`src/rtl/uart_rx_only.sv`:
```
// 8N1 asynchronous receiver with 16x fractional-accumulator oversampling.
// Holds each accepted byte until the host acknowledges it.
`timescale 1ns/1ps
module uart_rx_only #(
  parameter int CLK_HZ = 68_000_000,
  parameter int BAUD   = 115_200,
  parameter int ACC_W  = 29
) (
  input  logic       sys_clk_i,
  input  logic       sys_rst_n_i,
  input  logic       uart_rx,
  input  logic       uart_rd_i,
  output logic [7:0] uart_dat_o,
  output logic       uart_valid_o,
  output logic       uart_frame_err_o,
  output logic       uart_overrun_o,
  output logic       uart_busy
);

  typedef enum logic [2:0] {
    IDLE,
    START,
    DATA,
    STOP,
    WAIT_HIGH
  } state_t;

  localparam logic [ACC_W-1:0] STEP_NEG =
    ACC_W'(16 * BAUD);
  localparam logic [ACC_W-1:0] STEP_POS =
    ACC_W'(16 * BAUD - CLK_HZ);

  state_t     state_q;
  state_t     state_d;
  logic [1:0] sync_q;
  logic       rx_s;
  logic [ACC_W-1:0] acc_q;
  logic       tick;
  logic [3:0] os_q;
  logic [3:0] os_d;
  logic [2:0] bit_q;
  logic [2:0] bit_d;
  logic [7:0] shifter_q;
  logic       shift_en;
  logic       load;
  logic       ovr_set;
  logic       ferr_set;

  always_ff @(posedge sys_clk_i or negedge sys_rst_n_i) begin
    if (!sys_rst_n_i) begin
      sync_q <= '1;
    end else begin
      sync_q <= {sync_q[0], uart_rx};
    end
  end

  assign rx_s = sync_q[1];

  // Sign of the accumulator marks a tick; average rate is 16*BAUD.
  always_ff @(posedge sys_clk_i or negedge sys_rst_n_i) begin
    if (!sys_rst_n_i) begin
      acc_q <= '0;
    end else begin
      acc_q <= acc_q + (acc_q[ACC_W-1] ? STEP_NEG : STEP_POS);
    end
  end

  assign tick = ~acc_q[ACC_W-1];

  always_ff @(posedge sys_clk_i or negedge sys_rst_n_i) begin
    if (!sys_rst_n_i) begin
      state_q <= IDLE;
    end else begin
      state_q <= state_d;
    end
  end

  always_comb begin
    state_d = state_q;
    if (tick) begin
      unique case (state_q)
        IDLE: begin
          if (!rx_s) state_d = START;
        end
        START: begin
          if (os_q == 4'd7) state_d = rx_s ? IDLE : DATA;
        end
        DATA: begin
          if (os_q == 4'd15 && bit_q == 3'd7) state_d = STOP;
        end
        STOP: begin
          if (os_q == 4'd15) state_d = rx_s ? IDLE : WAIT_HIGH;
        end
        WAIT_HIGH: begin
          if (rx_s) state_d = IDLE;
        end
        default: state_d = IDLE;
      endcase
    end
  end

  always_comb begin
    os_d     = os_q;
    bit_d    = bit_q;
    shift_en = 1'b0;
    load     = 1'b0;
    ovr_set  = 1'b0;
    ferr_set = 1'b0;
    if (tick) begin
      unique case (1'b1)
        (state_q == IDLE): begin
          os_d = '0;
        end
        (state_q == START): begin
          os_d  = (os_q == 4'd7) ? 4'd0 : os_q + 4'd1;
          bit_d = '0;
        end
        (state_q == DATA): begin
          os_d = os_q + 4'd1;
          if (os_q == 4'd15) begin
            shift_en = 1'b1;
            if (bit_q != 3'd7) bit_d = bit_q + 3'd1;
          end
        end
        (state_q == STOP): begin
          os_d = os_q + 4'd1;
          if (os_q == 4'd15) begin
            if (!rx_s) begin
              ferr_set = 1'b1;
            end else if (!uart_valid_o || uart_rd_i) begin
              load = 1'b1;
            end else begin
              ovr_set = 1'b1;
            end
          end
        end
        default: ;
      endcase
    end
  end

  always_ff @(posedge sys_clk_i or negedge sys_rst_n_i) begin
    if (!sys_rst_n_i) begin
      os_q             <= '0;
      bit_q            <= '0;
      shifter_q        <= '0;
      uart_dat_o       <= '0;
      uart_valid_o     <= 1'b0;
      uart_frame_err_o <= 1'b0;
      uart_overrun_o   <= 1'b0;
      uart_busy        <= 1'b0;
    end else begin
      os_q  <= os_d;
      bit_q <= bit_d;
      if (shift_en) shifter_q <= {rx_s, shifter_q[7:1]};
      if (load) uart_dat_o <= shifter_q;
      // A load outranks a simultaneous read acknowledge.
      if (load) begin
        uart_valid_o <= 1'b1;
      end else if (uart_rd_i) begin
        uart_valid_o <= 1'b0;
      end
      uart_frame_err_o <= ferr_set;
      uart_overrun_o   <= ovr_set;
      uart_busy        <= (state_d != IDLE);
    end
  end

endmodule

```
`config.mk`:
```
export PLATFORM = sky130hd
export DESIGN_NAME = uart_rx_only
export DESIGN_NICKNAME = d
export VERILOG_FILES = /design/src/rtl/uart_rx_only.sv
export SDC_FILE = /design/constraint.sdc
export NUM_CORES = 1
export LEC_CHECK = 0
export ABC_AREA = 1
export BUFFER_PORTS_ARGS = -buffer_cell sky130_fd_sc_hd__buf_2
export CAP_MARGIN = 20
export CORE_ASPECT_RATIO = 1.2
export CORE_MARGIN = 2
export CORE_UTILIZATION = 40
export CTS_BUF_LIST = sky130_fd_sc_hd__clkbuf_8 sky130_fd_sc_hd__clkbuf_16
export DETAILED_ROUTE_END_ITERATION = 12
export GPL_TIMING_DRIVEN = 0
export PLACE_DENSITY = 0.57
export SETUP_SLACK_MARGIN = 0.3
export SLEW_MARGIN = 5
export SYNTH_ARGS = -nofsm -noshare
export SYNTH_HDL_FRONTEND = slang
export SYNTH_SLANG_ARGS = --single-unit
export TNS_END_PERCENT = 30
```
`constraint.sdc`:
```
create_clock -name sys_clk_i -period 3.05 [get_ports sys_clk_i]
set_clock_uncertainty 0.05 [all_clocks]
set_input_delay 0.1525 -clock sys_clk_i [delete_from_list [all_inputs] [get_ports sys_clk_i]]
set_output_delay 0.1525 -clock sys_clk_i [all_outputs]
set_load 0.01 [all_outputs]
```
; ---- Word level (Yosys, flattened, before mapping)
; Cells that the tools add are included.
; Widths: inputs -> output; s select.
[classes]
addsub = 3
eq_ne = 10
muxes = 34
n_bitwise = 1
n_reduce_logical = 11
[ops]
columns = operator, count
row1 = $add 29x29->29, 1
row2 = $mux 29, 1
row3 = $mux 3, 9
row4 = $mux 1, 19
row5 = $pmux 3 s5, 1
row6 = $pmux 4 s3, 1
row7 = $eq 3x2->1 const B, 2
row8 = $eq 3x3->1 const B, 2
row9 = $pmux 3 s2, 1
row10 = $reduce_bool 3->1, 2
row11 = $add 4x1->4 const B, 1
row12 = $eq 4x3->1 const B, 1
row13 = $eq 4x4->1 const B, 1
row14 = $mux 4, 1
row15 = $reduce_and 4->1, 1
row16 = $reduce_bool 2->1, 2
row17 = $add 3x1->3 const B, 1
row18 = $eq 3x1->1 const B, 1
row19 = $logic_not 3->1, 1
row20 = $ne 3x3->1 const B, 1
row21 = $mux 2, 1
row22 = $ne 2x1->1 const B, 1
row23 = $ne 2x2->1 const B, 1
row24 = $reduce_and 2->1, 1
row25 = 5 further kinds, 5
[totals]
regBits = 61
out_inout_bits = 12

; ---- Longest topological paths before layout
[depth]
depth_word = 8
mapped_depth = 12
ltp_nobuf = 12

; ---- Least setup slack after synthesis
; Ideal clock, no wire load.
[synth_path]
path_kind = reg2reg
from = reg acc_q[28]
to = reg acc_q[28]
arrival_ps = 1870
required_time_ps = 2873
path_slack_ps = 1002
path_stages_with_launch = 11
synth_period_minus_slack_ps = 2048
path_cell_list = dfrtp_1 inv_2 ha_1 inv_1 fa_1 o21ai_1 nand2_1 nand2_1 nand2_1 nand2_1 a21boi_0
[synth_between]
elab_chain_len = 2
[synth_rtl]
columns = element, line_no
row1 = start: declaration, 37  ; logic [ACC_W-1:0] acc_q;
row2 = start signal: assignment, 64  ; acc_q <= acc_q + (acc_q[ACC_W-1] ? STEP_NEG : STEP_POS);
row3 = $mux 29, 64
row4 = $add 29x29->29 *, 64
; Mark *: on every way between the ends. The rest lies on a longest branch, timed or not.
; A chain may end at the register's enable or synchronous reset.

; ---- Worst setup path in the final report
; Ends and elaborated chain as after synthesis.

==> impl_metrics.toml <==
[run_status]
status = "complete, no violations"

[placement]
post-dp-hpwl_mm = 4.36
io_buffers = 15
placed_area_um2 = 3160
place_congestion = 0.870
place_inst = 485

[critical_path]
cp_max_fo = 11
end_kind = "flip-flop"
arrival_ns = 2.59
r2r_cells = 10
worst-setup-path-type = "flip-flop to flip-flop"
cp.required_ns = 3.19
start_kind = "flip-flop"

[die]
start_util_pct = 41.0
num_rows = 34
die_w_um = 82.4
die_h_um = 98.1
dieArea_um2 = 8080
ioPinCount = 16
core_um2 = 7190

[grt]
overflow = 0
grt_pass1_wl_mm = 10.1
grtUsageTotal_pct = 15.9
grt_max_degree = 38
grt_antenna_before_repair = 0
grt_pass1_vias = 2402

[clock_tree]
h-tree-depth = 2
cts_inserted_buffers = 5
cts_root_buf = "clkbuf_8"
tritoncts = "done"
cts.clk_slew.worst_paths_ns = 0.10
postCtsSetupBuffers = 0
clk_path_buf_depth = 2
clkSinkCount = 53
clock_latency_ns = 0.31

[synth]
synthDistinctLibCells = 35
synth_area_um2 = 2950
synth_edf_count = 0
synth_top_area_share_pct = 43.3
yosysTopAreaCell = "dfrtp_1"
synth_area_per_cell_um2 = 7.78
synth_cells = 379
ys_async_sr_fraction_pct = 100
synth_area_leaders = "dfrtp_1 (43%), nand2_1 (15%), inv_1 (6.9%)"
ys_warn_count = 0
synth-seq-cells = 53
syn_nets = 396
yosys_most_used_dff = "dfrtp_1"
ys_seq_area_share_pct = 45.0

[power]
peakVddDrop_mv = 0.176
p_leak_nw = 1.71
power_density_nw_per_um2 = 348

[routing]
viasPerCell = 4.74
totalWireLength_mm = 5.64
wl_per_cell_um = 11.4
post-route-drc-count = 0
vias = 2345
first_iter_violations = 96
first_pass_iters = 5
antenna_left = 0

[finish]
synthToLayoutAreaGrowth_pct = 11.0
drive_gt1_share_pct = 11.6
antenna_cells = 0
final_nets = 421
fin_cells = 495
fin_area_um2 = 3270

[sta]
hold_viol_final = 0
tightest_slew_ns = 0.480
setup_tns_ns = 0
drv_slew = 0
fin_crit_ns = 2.45
fmax_mhz = 408
relSlewSlack_pct = 68.0
finalSetupViolCount = 0
rsz0062_at_grt = "false"
post-route-period-util_pct = 80.3

[job]
maxCapViolCount = 0

[min_path]
min_path_cells = 4
hold_class = "primary input to flip-flop"
final timing paths:
| path | slack (ns) | from | end |
|---|---|---|---|
| max reg2reg | 0.60 | acc_q[28]$_DFF_PN0_ | acc_q[28]$_DFF_PN0_ |
| min reg2reg | 0.32 | sync_q[0]$_DFF_PN1_ | sync_q[1]$_DFF_PN1_ |
| min in group asynchronous | 0.23 | sys_rst_n_i | uart_dat_o[1]$_DFFE_PN0P_ |
| min | 0.11 | uart_rd_i | uart_overrun_o$_DFF_PN0_ |
| max in group asynchronous | 2.19 | sys_rst_n_i | acc_q[25]$_DFF_PN0_ |
| max | 0.60 | acc_q[28]$_DFF_PN0_ | acc_q[28]$_DFF_PN0_ |
critical path: stages, from the launching register on:
cell and delay [ns]:
dfrtp_1 0.57, inv_4 0.22, ha_1 0.25, inv_1 0.07, fa_1 0.43, o21ai_1 0.23
nand2_1 0.08, nand2_1 0.15, nand2_1 0.09, nand2_1 0.10, a21boi_0 0.09
where the power goes:
group / total [mW] / switching, mW / internal [mW] / leakage [nW]
clock network: 0.414 / 0.247 / 0.166 / 0.0447
registers: 0.706 / 0.00145 / 0.705 / 0.654
logic: 0.0211 / 0.0151 / 0.00605 / 1.01
total: 1.14 / 0.264 / 0.877 / 1.71
cells in the mapped netlist, types with 2 or more instances:
cell type  instances
inv_1             54
a21boi_0           3
dfstp_2            2
inv_2              2
and2_1             4
xnor2_1            2
o21ai_0           15
nand3_1           27
dfrtp_1           51
nand4_1            4
nor2_1            37
nand2_2            2
xor2_1             8
ha_1              12
o21ai_2            8
a21oi_1            6
nand2_1          121
nor3_1             2
buf_6              2
o21ai_1            2
area by class of cell:
type / count / area (µm²)
multi-input combinational: 267 / 1380
clock buffer: 5 / 68.8
timing repair buffer: 18 / 115
tap: 90 / 113
buffer: 3 / 27.5
sequential: 53 / 1330
fill: 742 / 3920
clock inverter: 3 / 25.0
inverter: 56 / 213
cells by family (layout without fill, tap and decap cells):
group	count (synthesis)	after routing	synth area share (%)
buffers and inverters	59	85	8.06
multiplexers	1	1	0.339
AND/OR/NAND/NOR	205	205	29.9
XOR/XNOR	10	10	2.97
AO/OA/AOI/OAI	38	38	7.97
flip-flops	53	53	45.0
adder cells (fa/ha/maj)	13	13	5.77
flip-flops by register name (all words and copies together) (netlist names):
name / cells
acc_q: 21
shifter_q: 8
uart_dat_o: 8
os_q: 4
bit_q: 3
state_q: 3
sync_q: 2
uart_busy: 1
uart_frame_err_o: 1
uart_overrun_o: 1
uart_valid_o: 1
placed cells by master (no fill, tap or decap), types with 2 or more instances in the layout:
master           n
ha_1            12
dfrtp_1         51
dfstp_2          2
dlygate4sd3_1    2
o21ai_2          8
nand3_1         27
xor2_1           8
a21boi_0         3
o21ai_0         15
nor3_1           2
o21ai_1          2
nor2_1          37
buf_2           16
buf_6            2
nand4_1          4
xnor2_1          2
and2_1           4
inv_1           54
clkbuf_8         5
nand2_1        121
nand2_2          2
a21oi_1          6
through the flow:
step           hold slack (ns)  total power, mW  setup slack [ns]  util [%]
5_1_grt                  0.141             1.19             0.358      45.5
3_3_place_gp             0.212            0.738             0.525      43.6
4_1_cts                  0.106             1.16             0.501      45.5
2_1_floorplan           -0.193            0.721              1.00         -
6_report                 0.114             1.14             0.600      45.5
3_5_place_dp            0.0516            0.741             0.530      43.9
per-layer routing:
layer  vias up  routed length [µm]  global-route usage, %
li1       1233                   -                      -
met1      1068                2570                   19.3
met2        33                2790                   27.2
met3        11                 138                   3.05
met4         0                 142                   5.90
met5         -                   0                      0
what timing repair did:
item	CTS	global route
gates resized for setup	0	1
endpoints found under the setup margin	0	1
hold buffers	2	0
hold endpoints to repair	15	0
No activity file was read; power rests on OpenSTA's default activity.
